### src/rtl/uart_tx_queue.sv
// Byte FIFO feeding UART_TX through its start/busy handshake.
// Bytes are popped one at a time; a missing busy response abandons the byte after BUSY_TIMEOUT cycles.
module uart_tx_queue #(
  parameter int DEPTH        = 16,
  parameter int WIDTH        = 8,
  parameter int BUSY_TIMEOUT = 64
) (
  input  logic                       clk,
  input  logic                       rst,
  input  logic                       wr_en,
  input  logic [WIDTH-1:0]           wr_data,
  output logic                       full,
  output logic                       empty,
  output logic [$clog2(DEPTH+1)-1:0] count,
  output logic                       overflow,
  output logic                       timeout,
  input  logic                       tx_busy,
  output logic                       tx_start,
  output logic [WIDTH-1:0]           tx_data
);

  localparam int AW = $clog2(DEPTH);
  localparam int CW = $clog2(DEPTH + 1);
  localparam int TW = (BUSY_TIMEOUT > 1) ? $clog2(BUSY_TIMEOUT) : 1;

  typedef enum logic [1:0] {
    IDLE      = 2'd0,
    WAIT_BUSY = 2'd1,
    WAIT_DONE = 2'd2
  } state_t;

  state_t           state;
  state_t           state_next;
  logic [WIDTH-1:0] mem [DEPTH];
  logic [AW-1:0]    wr_ptr;
  logic [AW-1:0]    rd_ptr;
  logic [TW-1:0]    timer;
  logic [TW-1:0]    timer_next;
  logic [CW-1:0]    count_next;
  logic             push;
  logic             pop;
  logic             timeout_hit;

  // A push against a full queue is dropped even if a pop frees a slot this cycle.
  assign push = wr_en && !full;

  always_comb begin
    state_next  = state;
    timer_next  = timer;
    pop         = 1'b0;
    timeout_hit = 1'b0;
    case (state)
      IDLE: begin
        if (!empty && !tx_busy) begin
          pop        = 1'b1;
          timer_next = '0;
          state_next = WAIT_BUSY;
        end else begin
          state_next = IDLE;
        end
      end
      WAIT_BUSY: begin
        if (tx_busy) begin
          state_next = WAIT_DONE;
        end else if (timer == TW'(BUSY_TIMEOUT - 1)) begin
          timeout_hit = 1'b1;
          state_next  = IDLE;
        end else begin
          timer_next = timer + TW'(1);
        end
      end
      WAIT_DONE: begin
        if (!tx_busy) begin
          state_next = IDLE;
        end else begin
          state_next = WAIT_DONE;
        end
      end
      default: state_next = IDLE;
    endcase
  end

  always_comb begin
    case ({push, pop})
      2'b10:   count_next = count + CW'(1);
      2'b01:   count_next = count - CW'(1);
      default: count_next = count;
    endcase
  end

  // Storage is left unreset; occupancy tracking makes stale entries unreachable.
  always_ff @(posedge clk) begin
    if (push) begin
      mem[wr_ptr] <= wr_data;
    end
  end

  always_ff @(posedge clk) begin
    if (rst) begin
      state    <= IDLE;
      timer    <= '0;
      wr_ptr   <= '0;
      rd_ptr   <= '0;
      count    <= '0;
      full     <= 1'b0;
      empty    <= 1'b1;
      overflow <= 1'b0;
      timeout  <= 1'b0;
      tx_start <= 1'b0;
      tx_data  <= '0;
    end else begin
      state    <= state_next;
      timer    <= timer_next;
      tx_start <= pop;
      count    <= count_next;
      full     <= (count_next == CW'(DEPTH));
      empty    <= (count_next == CW'(0));
      overflow <= overflow | (wr_en && full);
      timeout  <= timeout | timeout_hit;
      if (push) begin
        wr_ptr <= wr_ptr + AW'(1);
      end
      if (pop) begin
        rd_ptr  <= rd_ptr + AW'(1);
        tx_data <= mem[rd_ptr];
      end
    end
  end

endmodule
### config.mk
export PLATFORM = sky130hd
export DESIGN_NAME = uart_tx_queue
export DESIGN_NICKNAME = d
export VERILOG_FILES = /design/src/rtl/uart_tx_queue.sv
export SDC_FILE = /design/constraint.sdc
export NUM_CORES = 1
export LEC_CHECK = 0
export ABC_AREA = 1
export CELL_PAD_IN_SITES_DETAIL_PLACEMENT = 1
export CELL_PAD_IN_SITES_GLOBAL_PLACEMENT = 2
export CORE_AREA = 2 2 134 136
export CTS_CLUSTER_DIAMETER = 120
export DETAILED_ROUTE_END_ITERATION = 7
export DIE_AREA = 0 0 136 138
export PLACE_DENSITY_LB_ADDON = 0.08
export SKIP_CTS_REPAIR_TIMING = 1
export SLEW_MARGIN = 20
export SYNTH_ARGS = -nofsm -noshare
export SYNTH_HDL_FRONTEND = slang
export SYNTH_SLANG_ARGS = --single-unit
### constraint.sdc
create_clock -name clk -period 3 [get_ports clk]
set_input_delay 0.75 -clock clk [delete_from_list [all_inputs] [get_ports clk]]
set_output_delay 0.75 -clock clk [all_outputs]
set_load 0.05 [all_outputs]
==> flow_results.org <==
** Run status
- The flow ran to the end, and the final reports show no timing, DRC or antenna violations.

** Setup path
- Cell chain of the critical path :: clkdlybuf4s50_1 > inv_1 > nor2_1 > inv_1 > ha_1 > nand2_1 > inv_1 > nor2_1 > ha_1 > o21ai_0 > nand2_1 > nor2_1 > nand3_1 > nor2_1
- The number of buffers and inverters on the critical path is 4.
- The worst register-to-register path begins at state[0].
- Data arrival time of the critical path :: 2.86 ns
- Data on the critical path is required at its endpoint by 3.35 ns.
- The worst setup path is captured at a flop.
- Worst reg-to-reg path cell count :: 14
- Maximum fanout along the worst path :: 3
- In this design, the stage delay of the slowest critical-path cell is 0.47 ns.
- Capture point of the critical path :: full
- For this design, the slowest cell found on the critical path is clkdlybuf4s50_1.
- The setup path with the least slack is of type primary input to flop.
- Destination of the worst register-to-register timing path :: full
- Register-to-register setup slack :: 0.74 ns
- The critical path runs through a total of 14 cells.
- Worst setup path startpoint :: wr_en
- Cell type with the highest occurrence count on the critical path :: nor2_1
- STA classifies the critical path startpoint as a primary input.
- The kind of cell with the highest combined delay along the critical path is simple AND/OR/NAND/NOR gates.

** Synth
- Counting flops with an async set or reset pin after synthesis yields a share of 0%.
- Proportion of synthesized chip area in sequential cells :: 66.8%
- Yosys mapped the design onto 28 distinct sky130hd cell types.
- After synthesis, the largest area contributor takes up 56.8% of total cell area.
- Number of flip-flops and latches in the synthesized netlist :: 162
- Cell type with the highest aggregate area in the netlist :: edfxtp_1
- Post-synthesis net count :: 649
- In the post-synthesis netlist, the biggest area contributors are edfxtp_1 57%, dfxtp_1 10%, nor2_1 8.1%.
- Most frequently used flop master after synthesis :: edfxtp_1
- Yosys printed 0 warnings.
- Avg Synthesized Cell Area :: 10.8 sq um
- The synthesized design contains 128 enable-type register cells.
- In the post-synthesis netlist, the cell with the most instances is nor2_1.
- After synthesis, the most frequently instantiated cells are 147 x nor2_1, 128 x edfxtp_1, 56 x nand2_1, 53 x o21ai_0, 38 x nand3_1.
- Number of instances in the synthesized netlist :: 625
- Post-synthesis cell area :: 6770 sq um

** STA
- Setup Total Neg Slack :: 0 ns
- Across the routed clock network, the largest skew measured is 0.0102 ns.
- Number of setup violations in the final report :: 0
- Final critical-path setup slack :: 0.492 ns
- Maximum achievable frequency :: 0.399 GHz
- Setup repair after global routing left no endpoint under its margin.
- Post-route clock period utilization :: 83.6%
- Final hold analysis gives a worst-case slack of 0.475 ns.
- Max-slew violations :: 0
- Least-Margin Pin Slew :: 0.683 ns
- Tmin final :: 2.51 ns
- The final count of hold timing violations was 0.
- Worst slew margin relative to its limit :: 54.5%

** Floorplanning
- The die covers 18800 sq um.
- Die width :: 136 microns
- Row count :: 49
- In this run the vertical extent of the chip is 138 microns.
- Core area :: 17500 sq um
- Initial core utilization :: 38.6%
- Top Ports :: 30

** Clock tree
- The root buffer cell chosen for the clock tree is clkbuf_16.
- Counting the buffers created by CTS gives 17.
- The H-tree was split into 4 levels.
- Clk Latency, worst-skew pair :: 0.42 ns
- Maximum count of clock buffers along a single path :: 2
- TritonCTS clock tree :: yes
- After clock tree synthesis, the clock-pin slew on the worst setup and hold paths is 0.06 ns.
- The clock net in this run drives a total of 162 sinks.

** Finish
- The post-route netlist has 9.75% of its cells at a drive strength greater than 1.
- Antenna diode count :: 0
- Synthesis-to-finish area growth :: 18.3%
- The layout has 1947 filler cells.
- At the end of the flow the core is filled with cells to 45.7%.
- Flip-flop and latch area :: 4530 sq um
- Number of nets in the layout :: 698
- Area occupied by multi-input gates :: 1940 sq um

** Power
- Worst supply voltage drop on vdd :: 489 uV
- Summed over all cells, the static leakage comes to 2.85 nW.
- Power Density :: 735 nW/um^2

** Global route
- First-pass GRT wire length :: 27600 microns
- Global routing used 19.5% of the available tracks across all layers.
- The initial antenna violation count is 0.
- Entering global routing, the biggest net connects 67 pins.
- The via count of the first global-routing pass was 4858.
- Grt total ovfl :: 0

** Place
- Detailed placement ended at an HPWL of 11300 microns.
- Post-place setup slack :: 0.0390 ns
- The count of buffers added on input and output ports is 29.
- The congestion estimate from routability-driven global placement came to 0.794.

** Route
- The routed design has 17100 microns of wire.
- In the final routed layout, each cell accounts on average for 18.7 microns.
- Count of vias placed by the detailed router :: 4722
- Mean number of vias per cell :: 5.16
- Count of antenna-violating nets left after detailed routing :: 0
- First drt pass iteration count :: 4
- The first routing iteration left 291 violations.
- In the routed design, unresolved DRC markers number 0.

** Run
- The tool flagged a number of max-cap violations equal to 0.

** Worst hold path
- Path category of the worst min-delay check :: flop to flop
==> cell type report <==
class                   instances  area share, %
repair buffers                 58           6.50
flip-flops and latches        162           56.5
well taps                     229           3.58
multi-input cells             396           24.3
inverters                      39           1.83
clock buffers                  18           5.36
clock inverters                14           2.00
==> kinds of logic (layout without fill, tap and decap cells) <==
family / count (synthesis) / in the layout / share of synthesized area (%)
and+or+nand+nor: 257 / 257 / 15.5
DFF: 162 / 162 / 66.8
AOI/OAI and AO/OA: 123 / 123 / 10.5
buffers and inverters: 67 / 129 / 4.47
adders and majority gates: 12 / 12 / 2.22
xor gates and xnor gates: 4 / 4 / 0.517
==> sequential cells by signal, indices dropped and copies added, names as in the netlist <==
register,count
overflow,1
timer,6
tx_start,1
full,1
wr_ptr,4
state,2
mem,128
timeout,1
rd_ptr,4
empty,1
count,5
tx_data,8
==> cell usage in the layout, fill, tap and decap left out, types with 12 or more instances in the layout <==
| cell type | synthesis | layout |
|---|---|---|
| a21oi_1 | 16 | 16 |
| buf_4 | 0 | 28 |
| clkbuf_16 | 0 | 17 |
| clkdlybuf4s50_1 | 0 | 29 |
| dfxtp_1 | 34 | 33 |
| edfxtp_1 | 128 | 128 |
| ha_1 | 12 | 12 |
| inv_1 | 34 | 34 |
| nand2_1 | 56 | 56 |
| nand3_1 | 38 | 38 |
| nor2_1 | 147 | 147 |
| o211ai_1 | 32 | 32 |
| o21ai_0 | 53 | 53 |
| o21ai_1 | 18 | 18 |
==> report_power, final <==
group | leakage [nW] | total, W | internal (W) | switching [W]
registers | 1.43 | 0.00257 | 0.00251 | 0.0000634
logic | 1.12 | 0.00114 | 0.000358 | 0.000780
clock network | 0.290 | 0.00218 | 0.00131 | 0.000872
total | 2.85 | 0.00589 | 0.00417 | 0.00172
==> per-layer routing <==
layer / wire length [microns] / up-vias / GRT usage [%]
met5: 0 / - / 0
met4: 159 / 0 / 4.71
met3: 700 / 15 / 4.40
met2: 8560 / 75 / 32.5
met1: 7710 / 2355 / 25.9
li1: - / 2277 / -
==> stage by stage <==
step	area, sq um	power, W	cells
6_report	8010	0.00589	916
5_1_grt	8010	0.00618	916
4_1_cts	8010	0.00596	916
3_5_place_dp	7420	0.00377	884
3_3_place_gp	7420	0.00375	884
2_1_floorplan	6770	0.00337	625
==> worst min-delay path by stage <==
stage | slack (ns) | cells after the start | from | endpoint
after global placement | 0.45 | 1 | timeout | timeout
after detailed placement | 0.46 | 1 | timeout | timeout
after global routing | 0.51 | 1 | timeout | timeout
final | 0.48 | 1 | timeout | timeout
after CTS | 0.48 | 1 | timeout | timeout
after floorplan | 0.46 | 2 | state[1] | state[1]
Power figures use the tool's default switching activity.
